`src/rtl/avalon_mm_cpuif_pkg.sv`:
```
// Shared constants and helpers for the Avalon-MM to regblock cpuif bridge.
package avalon_mm_cpuif_pkg;

  localparam logic [1:0] AVMM_RESP_OKAY   = 2'b00;
  localparam logic [1:0] AVMM_RESP_SLVERR = 2'b10;

  // Expand up to 8 byte enables into a 64-bit per-bit enable; callers truncate.
  function automatic logic [63:0] byteen_to_biten(input logic [7:0] be);
    logic [63:0] biten;
    biten = '0;
    for (int i = 0; i < 8; i++) begin
      biten[i*8 +: 8] = {8{be[i]}};
    end
    return biten;
  endfunction

  function automatic bit data_width_ok(input int unsigned w);
    return (w == 8) || (w == 16) || (w == 32) || (w == 64);
  endfunction

  function automatic bit depth_ok(input int unsigned n);
    return (n >= 2) && ((n & (n - 1)) == 0);
  endfunction

endpackage

```
`src/rtl/avalon_mm_intf.sv`:
```
// Avalon-MM bus bundle; the bridge sits on the agent side.
interface avalon_mm_intf #(
  parameter int unsigned DATA_WIDTH = 32,
  parameter int unsigned ADDR_WIDTH = 32
);
  logic                      read;
  logic                      write;
  logic                      waitrequest;
  logic [ADDR_WIDTH-1:0]     address;
  logic [DATA_WIDTH-1:0]     writedata;
  logic [DATA_WIDTH/8-1:0]   byteenable;
  logic                      readdatavalid;
  logic                      writeresponsevalid;
  logic [DATA_WIDTH-1:0]     readdata;
  logic [1:0]                response;

  modport agent (
    input  read, write, address, writedata, byteenable,
    output waitrequest, readdatavalid, writeresponsevalid, readdata, response
  );

  modport host (
    output read, write, address, writedata, byteenable,
    input  waitrequest, readdatavalid, writeresponsevalid, readdata, response
  );
endinterface

```
`src/rtl/avalon_mm_cpuif_txn_fifo.sv`:
```
// 1-bit in-order transaction-type FIFO (1 = write) with simultaneous push/pop.
module avalon_mm_cpuif_txn_fifo #(
  parameter int unsigned DEPTH = 4
) (
  input  logic                       clk,
  input  logic                       rst,
  input  logic                       push_i,
  input  logic                       push_data_i,
  input  logic                       pop_i,
  output logic                       head_o,
  output logic                       full_o,
  output logic                       empty_o,
  output logic [$clog2(DEPTH):0]     count_o
);
  localparam int unsigned PTR_W = $clog2(DEPTH);
  localparam int unsigned CNT_W = PTR_W + 1;

  logic [DEPTH-1:0] mem_q;
  logic [PTR_W-1:0] wr_ptr_q, wr_ptr_d;
  logic [PTR_W-1:0] rd_ptr_q, rd_ptr_d;
  logic [CNT_W-1:0] count_q, count_d;
  logic             do_push, do_pop;

  // Push is allowed into a full FIFO only alongside a pop; pop from an
  // empty FIFO only alongside a push (the pushed entry passes straight through).
  always_comb begin
    do_push  = push_i & (~full_o | pop_i);
    do_pop   = pop_i & (~empty_o | push_i);
    wr_ptr_d = wr_ptr_q;
    rd_ptr_d = rd_ptr_q;
    count_d  = count_q;
    if (do_push) wr_ptr_d = wr_ptr_q + PTR_W'(1);
    if (do_pop)  rd_ptr_d = rd_ptr_q + PTR_W'(1);
    if (do_push && !do_pop) count_d = count_q + CNT_W'(1);
    if (do_pop && !do_push) count_d = count_q - CNT_W'(1);
  end

  // Storage, pointers and occupancy.
  always_ff @(posedge clk or posedge rst) begin
    if (rst) begin
      mem_q    <= '0;
      wr_ptr_q <= '0;
      rd_ptr_q <= '0;
      count_q  <= '0;
    end else begin
      if (do_push) mem_q[wr_ptr_q] <= push_data_i;
      wr_ptr_q <= wr_ptr_d;
      rd_ptr_q <= rd_ptr_d;
      count_q  <= count_d;
    end
  end

  assign head_o  = mem_q[rd_ptr_q];
  assign full_o  = (count_q == CNT_W'(DEPTH));
  assign empty_o = (count_q == '0);
  assign count_o = count_q;

endmodule

```
`src/rtl/avalon_mm_cpuif_bridge.sv`:
```
// Avalon-MM agent front end converting host commands to regblock cpuif requests
// and cpuif acks back to registered Avalon read/write responses.
module avalon_mm_cpuif_bridge
  import avalon_mm_cpuif_pkg::*;
#(
  parameter int unsigned DATA_WIDTH       = 32,
  parameter int unsigned ADDR_WIDTH       = 32,
  parameter int unsigned CPUIF_ADDR_WIDTH = 32,
  parameter int unsigned MAX_OUTSTANDING  = 4
) (
  input  logic                        clk,
  input  logic                        rst,
  avalon_mm_intf.agent                avalon,
  output logic                        cpuif_req,
  output logic                        cpuif_req_is_wr,
  output logic [CPUIF_ADDR_WIDTH-1:0] cpuif_addr,
  output logic [DATA_WIDTH-1:0]       cpuif_wr_data,
  output logic [DATA_WIDTH-1:0]       cpuif_wr_biten,
  input  logic                        cpuif_req_stall_wr,
  input  logic                        cpuif_req_stall_rd,
  input  logic                        cpuif_rd_ack,
  input  logic                        cpuif_rd_err,
  input  logic [DATA_WIDTH-1:0]       cpuif_rd_data,
  input  logic                        cpuif_wr_ack,
  input  logic                        cpuif_wr_err,
  output logic                        protocol_err
);
  localparam int unsigned ADDR_SHIFT = $clog2(DATA_WIDTH / 8);
  localparam int unsigned CNT_W      = $clog2(MAX_OUTSTANDING) + 1;

  if (!data_width_ok(DATA_WIDTH)) begin : g_bad_data_width
    $error("avalon_mm_cpuif_bridge: DATA_WIDTH must be 8, 16, 32 or 64");
  end
  if (!depth_ok(MAX_OUTSTANDING)) begin : g_bad_depth
    $error("avalon_mm_cpuif_bridge: MAX_OUTSTANDING must be a power of two >= 2");
  end

  logic             req_c, is_wr_c, stall_c, wait_c, accept_c;
  logic             head_valid_c, head_is_wr_c, any_ack_c, rd_ok_c, wr_ok_c, pop_c, err_evt_c;
  logic             fifo_head, fifo_full, fifo_empty;
  logic [CNT_W-1:0] fifo_count;

  logic                  rvalid_q, wvalid_q, perr_q, perr_d;
  logic [DATA_WIDTH-1:0] rdata_q, rdata_d;
  logic [1:0]            resp_q, resp_d;

  avalon_mm_cpuif_txn_fifo #(.DEPTH(MAX_OUTSTANDING)) u_txn_fifo (
    .clk         (clk),
    .rst         (rst),
    .push_i      (accept_c),
    .push_data_i (is_wr_c),
    .pop_i       (pop_c),
    .head_o      (fifo_head),
    .full_o      (fifo_full),
    .empty_o     (fifo_empty),
    .count_o     (fifo_count)
  );

  // Command acceptance, ack matching against the in-order head, next response state.
  always_comb begin
    req_c   = avalon.read | avalon.write;
    is_wr_c = avalon.write;
    stall_c = is_wr_c ? cpuif_req_stall_wr : cpuif_req_stall_rd;
    wait_c   = req_c & (stall_c | fifo_full);
    accept_c = req_c & ~wait_c;

    // A same-cycle ack for a command accepted into an empty FIFO matches that command.
    head_valid_c = (fifo_count != '0) | accept_c;
    head_is_wr_c = fifo_empty ? is_wr_c : fifo_head;

    any_ack_c = cpuif_rd_ack | cpuif_wr_ack;
    rd_ok_c   = cpuif_rd_ack & head_valid_c & ~head_is_wr_c;
    wr_ok_c   = cpuif_wr_ack & head_valid_c & head_is_wr_c;
    pop_c     = any_ack_c & head_valid_c;
    err_evt_c = (avalon.read & avalon.write) | (cpuif_rd_ack & cpuif_wr_ack)
              | (any_ack_c & ~(rd_ok_c | wr_ok_c));

    rdata_d = rdata_q;
    resp_d  = resp_q;
    perr_d  = perr_q | err_evt_c;
    if (rd_ok_c) begin
      rdata_d = cpuif_rd_data;
      resp_d  = cpuif_rd_err ? AVMM_RESP_SLVERR : AVMM_RESP_OKAY;
    end else if (wr_ok_c) begin
      resp_d  = cpuif_wr_err ? AVMM_RESP_SLVERR : AVMM_RESP_OKAY;
    end
  end

  // Registered Avalon response path and sticky protocol error.
  always_ff @(posedge clk or posedge rst) begin
    if (rst) begin
      rvalid_q <= 1'b0;
      wvalid_q <= 1'b0;
      rdata_q  <= '0;
      resp_q   <= AVMM_RESP_OKAY;
      perr_q   <= 1'b0;
    end else begin
      rvalid_q <= rd_ok_c;
      wvalid_q <= wr_ok_c;
      rdata_q  <= rdata_d;
      resp_q   <= resp_d;
      perr_q   <= perr_d;
    end
  end

  assign avalon.waitrequest        = wait_c;
  assign avalon.readdatavalid      = rvalid_q;
  assign avalon.writeresponsevalid = wvalid_q;
  assign avalon.readdata           = rdata_q;
  assign avalon.response           = resp_q;

  assign cpuif_req       = accept_c;
  assign cpuif_req_is_wr = is_wr_c;
  assign cpuif_addr      = CPUIF_ADDR_WIDTH'(avalon.address) << ADDR_SHIFT;
  assign cpuif_wr_data   = avalon.writedata;
  assign cpuif_wr_biten  = is_wr_c ? DATA_WIDTH'(byteen_to_biten(8'(avalon.byteenable))) : '1;
  assign protocol_err    = perr_q;

endmodule

```
`src/flat_wrapper.sv`:
```
// flat-port wrapper written by rule: the top's interface ports become plain ports
module avalon_mm_cpuif_bridge_flat import avalon_mm_cpuif_pkg::*;
#(
  parameter int unsigned DATA_WIDTH       = 32,
  parameter int unsigned ADDR_WIDTH       = 32,
  parameter int unsigned CPUIF_ADDR_WIDTH = 32,
  parameter int unsigned MAX_OUTSTANDING  = 4
)
  (clk, rst, cpuif_req, cpuif_req_is_wr, cpuif_addr, cpuif_wr_data, cpuif_wr_biten, cpuif_req_stall_wr, cpuif_req_stall_rd, cpuif_rd_ack, cpuif_rd_err, cpuif_rd_data, cpuif_wr_ack, cpuif_wr_err, protocol_err, avalon_read, avalon_write, avalon_address, avalon_writedata, avalon_byteenable, avalon_waitrequest, avalon_readdatavalid, avalon_writeresponsevalid, avalon_readdata, avalon_response);
  avalon_mm_intf #(.DATA_WIDTH(DATA_WIDTH), .ADDR_WIDTH(ADDR_WIDTH)) avalon_i ();
  input  logic clk;
  input  logic rst;
  output logic cpuif_req;
  output logic cpuif_req_is_wr;
  output logic [CPUIF_ADDR_WIDTH-1:0] cpuif_addr;
  output logic [DATA_WIDTH-1:0] cpuif_wr_data;
  output logic [DATA_WIDTH-1:0] cpuif_wr_biten;
  input  logic cpuif_req_stall_wr;
  input  logic cpuif_req_stall_rd;
  input  logic cpuif_rd_ack;
  input  logic cpuif_rd_err;
  input  logic [DATA_WIDTH-1:0] cpuif_rd_data;
  input  logic cpuif_wr_ack;
  input  logic cpuif_wr_err;
  output logic protocol_err;
  input wire logic [$bits(avalon_i.read)-1:0] avalon_read;
  input wire logic [$bits(avalon_i.write)-1:0] avalon_write;
  input wire logic [$bits(avalon_i.address)-1:0] avalon_address;
  input wire logic [$bits(avalon_i.writedata)-1:0] avalon_writedata;
  input wire logic [$bits(avalon_i.byteenable)-1:0] avalon_byteenable;
  output wire logic [$bits(avalon_i.waitrequest)-1:0] avalon_waitrequest;
  output wire logic [$bits(avalon_i.readdatavalid)-1:0] avalon_readdatavalid;
  output wire logic [$bits(avalon_i.writeresponsevalid)-1:0] avalon_writeresponsevalid;
  output wire logic [$bits(avalon_i.readdata)-1:0] avalon_readdata;
  output wire logic [$bits(avalon_i.response)-1:0] avalon_response;
  assign avalon_i.read = avalon_read;
  assign avalon_i.write = avalon_write;
  assign avalon_i.address = avalon_address;
  assign avalon_i.writedata = avalon_writedata;
  assign avalon_i.byteenable = avalon_byteenable;
  assign avalon_waitrequest = avalon_i.waitrequest;
  assign avalon_readdatavalid = avalon_i.readdatavalid;
  assign avalon_writeresponsevalid = avalon_i.writeresponsevalid;
  assign avalon_readdata = avalon_i.readdata;
  assign avalon_response = avalon_i.response;
  avalon_mm_cpuif_bridge #(.DATA_WIDTH(DATA_WIDTH), .ADDR_WIDTH(ADDR_WIDTH), .CPUIF_ADDR_WIDTH(CPUIF_ADDR_WIDTH), .MAX_OUTSTANDING(MAX_OUTSTANDING)) u_core (.clk(clk), .rst(rst), .avalon(avalon_i), .cpuif_req(cpuif_req), .cpuif_req_is_wr(cpuif_req_is_wr), .cpuif_addr(cpuif_addr), .cpuif_wr_data(cpuif_wr_data), .cpuif_wr_biten(cpuif_wr_biten), .cpuif_req_stall_wr(cpuif_req_stall_wr), .cpuif_req_stall_rd(cpuif_req_stall_rd), .cpuif_rd_ack(cpuif_rd_ack), .cpuif_rd_err(cpuif_rd_err), .cpuif_rd_data(cpuif_rd_data), .cpuif_wr_ack(cpuif_wr_ack), .cpuif_wr_err(cpuif_wr_err), .protocol_err(protocol_err));
endmodule
```
`config.mk`:
```
export PLATFORM = sky130hd
export DESIGN_NAME = avalon_mm_cpuif_bridge_flat
export DESIGN_NICKNAME = d
export VERILOG_FILES = /design/src/rtl/avalon_mm_cpuif_pkg.sv /design/src/rtl/avalon_mm_intf.sv /design/src/rtl/avalon_mm_cpuif_txn_fifo.sv /design/src/rtl/avalon_mm_cpuif_bridge.sv /design/src/flat_wrapper.sv
export SDC_FILE = /design/constraint.sdc
export NUM_CORES = 1
export LEC_CHECK = 0
export ABC_CLOCK_PERIOD_IN_PS = 2700
export CORE_MARGIN = 3
export CORE_UTILIZATION = 33
export CTS_BUF_LIST = sky130_fd_sc_hd__clkbuf_4 sky130_fd_sc_hd__clkbuf_8
export CTS_CLUSTER_SIZE = 12
export DETAILED_ROUTE_END_ITERATION = 6
export MAX_ROUTING_LAYER = met4
export PLACE_DENSITY = 0.89
export SLEW_MARGIN = 10
export SYNTH_ARGS = -nofsm -noshare
export SYNTH_HDL_FRONTEND = slang
export SYNTH_SLANG_ARGS = --single-unit
```
`constraint.sdc`:
```
create_clock -name clk -period 2.7 [get_ports clk]
set_clock_uncertainty 0.15 [all_clocks]
set_input_delay 0.54 -clock clk [delete_from_list [all_inputs] [get_ports clk]]
set_output_delay 0.54 -clock clk [all_outputs]
set_load 0.01 [all_outputs]
```
==> flow_summary.ini <==
[logic_synthesis]
synth_seq_area_share_pct = 39.9
synth.area.top_cells = dfrtp_1 40%, buf_4 24%, mux2_4 14%
syn_inst = 250
synth-edff-count = 0
synth_top_family_by_area = buffers and inverters
synth_seq_cells = 47
synthArstFlopShare_pct = 100
synthMuxAreaShare_pct = 19.2
synth_xor_area_share_pct = 1.78
yosys_warnings = 0
synth_compound_area_share_pct = 3.87
synthSimpleGateAreaFrac_pct = 4.80
syn_avg_cell_area_um2 = 11.8
synth_top_area_cell = dfrtp_1
synth_ff_type = dfrtp_1
syn-cell-area_um2 = 2950
ys_types = 40
synth_top_area_share_pct = 39.9
synthAdderAreaFrac_pct = 2.80

[clock_tree]
path_clk_slew_ps = 90
h-tree-depth = 2
clock_path_buffers = 2
cts.sinks = 47
clk_latency_ps = 290
cts_tree = built
numCtsBuffers = 5
root_buffer = clkbuf_8

[job]
drv_cap = 0

[floorplan]
die_area_um2 = 10100
initial_core_util_pct = 35.0
die_w_um = 100
num_io_pins = 246
rows = 33
core_um2 = 8420
die_y_um = 100

[critical_path]
crit_required_ps = 2770
slowest_stage = fa_2
crit_end = u_core.u_txn_fifo.count_o[2]$_DFFE_PP0P_
cp_top_family = adder cells
worstPathCellList = dlygate4sd2_1 -> mux2_4 -> a211oi_4 -> o22a_1 -> ha_2 -> inv_2 -> fa_2 -> xor2_1 -> nor2_1 -> xor2_1
reg2regPathDepth = 8
end_kind = flip-flop
crit_fanout = 3
cp.depth = 10
timing.rr.end = u_core.u_txn_fifo.count_o[2]$_DFFE_PP0P_
critPathLaunchType = primary input
crit_type = primary input to flip-flop
cpMostUsedCell = xor2_1
cpPeakStageDelay_ps = 370
reg2reg_from = u_core.u_txn_fifo.count_o[2]$_DFFE_PP0P_
path_buf_inv = 2
reg2reg_slack_ps = 390
cp.arrival_ps = 2610
crit_path_start = avalon_write

[pwr]
p_sw_share_pct = 32.4
p_comb_share_pct = 54.9
pwr-share-seq_pct = 34.4
clkPwrFrac_pct = 10.7
power_leakage_nw = 1.62
p_sw_w = 0.00123
p_int_w = 0.00256
vdd_ir_drop_max_mv = 0.483
cellPowerDensity_nw_per_um2 = 1020

[drt]
vias = 1738
wire_per_inst_um = 15.6
wirelength_um = 6160
antenna_left = 0
dr.pass1.iters = 4
avgViaCountPerCell = 4.40
drt_iter0_drc = 20
drc = 0

[placed_design]
placed_cell_area_um2 = 3580
port_buffers = 116
hpwlAfterDp_um = 4960
gp_congestion = 0.755

[run_status]
status = finished clean

[global_routing]
antenna_found_initial = 0
gr-usage-all-layers_pct = 12.5
grt_pass1_wl_um = 9680
grt_pass1_vias = 1859
overflow = 0
grt_max_degree = 34

[sta]
fin_worst_hold_slack_ps = 307
fin_crit_sh_pct = 94.0
fin_crit_ps = 2540
setup_violations = 0
slew_viol_final = 0
hold_violations = 0
fmax_mhz = 394
rsz0062_at_grt = false

[final_layout]
nNetsFinal = 405
diodes = 0
syn_to_final_growth_pct = 25.5
n_fill_cell = 777
drive_gt1_share_pct = 23.8
design_area_um2 = 3700

[hold_path]
hp-class = primary input to async pin
==> cell families (layout without fill, tap and decap cells) <==
kind of cell	after synthesis	after routing
other	1	3
flip-flops	47	47
multiplexers	40	40
AO/OA/AOI/OAI	15	15
XOR/XNOR	6	6
AND/OR/NAND/NOR	26	26
adder cells (fa/ha/maj)	6	6
buffers and inverters	109	147
==> synthesized netlist by cell type, drive strengths merged (2+ instances only) <==
master and instances:
nand2 6, o21ai 2, clkbuf 2, mux2i 2, ha 5, dfrtp 47, mux2 37, buf 99
xor2 3, inv 8, nor3 2, nand2b 6, nor2 6, xnor2 3, a21oi 4
==> cell type report <==
cell class	instances	area, um2	share of cell area [%]
Timing Repair Buffer	131	1290	34.9
Sequential cell	47	1180	31.8
Multi-Input combinational cell	96	983	26.6
Tap cell	105	131	3.55
Clock buffer	5	68.8	1.86
Inverter	8	30.0	0.812
Clock inverter	3	15.0	0.406
==> worst min path at each step <==
stage                                                          from  cells after the start  slack (ps)                                        end
after floorplan           u_core.u_txn_fifo.rd_ptr_q[1]$_DFFE_PP0P_                      1         300  u_core.u_txn_fifo.rd_ptr_q[1]$_DFFE_PP0P_
after global placement    u_core.u_txn_fifo.rd_ptr_q[1]$_DFFE_PP0P_                      1         330  u_core.u_txn_fifo.rd_ptr_q[1]$_DFFE_PP0P_
after detailed placement     u_core.avalon.readdata[29]$_DFFE_PP0P_                      1         340     u_core.avalon.readdata[29]$_DFFE_PP0P_
after CTS                                                       rst                      2         300      u_core.avalon.readdata[0]$_DFFE_PP0P_
after global routing                                            rst                      2         310     u_core.avalon.readdata[27]$_DFFE_PP0P_
final                                                           rst                      2         310     u_core.avalon.readdata[27]$_DFFE_PP0P_
==> per-stage QoR <==
stage	setup WS, ps	util, %	std cells	setup TNS (ps)	total power (W)
6_report	162	43.9	395	0	0.00379
5_1_grt	53.6	43.9	395	0	0.00407
4_1_cts	89.2	43.7	395	0	0.00386
3_5_place_dp	-419	42.5	386	-1180	0.00341
3_3_place_gp	-355	42.5	386	-922	0.00333
2_1_floorplan	192	-	252	0	0.00269
==> cell usage in the layout, fill, tap and decap left out, types with 2 or more instances in the layout <==
cell,n
inv_2,2
nand2_1,6
conb_1,3
dlymetal6s2s_1,2
nor2_1,6
ha_1,4
inv_1,6
dlygate4sd2_1,3
clkbuf_8,5
clkinv_2,3
mux2_4,29
nand2b_1,6
o21ai_0,2
clkdlybuf4s50_1,111
a21oi_1,4
xnor2_1,3
mux2_2,8
mux2i_1,2
buf_4,13
xor2_1,3
dfrtp_1,47
==> what timing repair did <==
action / in CTS / in global routing
resized for setup: 5 / 6
pin swaps: 2 / 4
hold buffers: 0 / 0
endpoints found under the setup margin: 14 / 1
buffers inserted: 1 / 0
==> worst register-to-register path, delay by kind of cell, from the launching register on <==
| family | cells | cell delay, ps |
|---|---|---|
| buffers and inverters | 1 | 40 |
| xor gates and xnor gates | 2 | 320 |
| DFF | 1 | 520 |
| AOI/OAI and AO/OA | 1 | 210 |
| and+or+nand+nor | 2 | 440 |
| adders and majority gates | 2 | 560 |
==> per-layer routing <==
metal / share of wire, % / global-route usage [%] / vias up
met4: 1.5 / 3.94 / 0
met1: 38 / 14.2 / 822
li1: - / - / 801
met3: 8.2 / 3.60 / 23
met5: 0 / - / -
met2: 52 / 21.4 / 92
==> sequential cells by signal (all words and copies together), names as in the netlist <==
signal / cells
u_core.avalon.readdatavalid: 1
u_core.u_txn_fifo.count_o: 3
u_core.u_txn_fifo.rd_ptr_q: 2
u_core.avalon.response: 1
u_core.avalon.writeresponsevalid: 1
u_core.protocol_err: 1
u_core.u_txn_fifo.wr_ptr_q: 2
u_core.u_txn_fifo.mem_q: 4
u_core.avalon.readdata: 32
==> power by group through the flow <==
stage	logic, W	registers, W	clock network [W]
floorplan	0.00129	0.00139	0
global placement	0.00204	0.00129	0
detailed placement	0.00210	0.00131	0
CTS	0.00211	0.00131	0.000438
global route	0.00224	0.00136	0.000467
finish	0.00208	0.00130	0.000406
(Power assumes the default switching activity.)
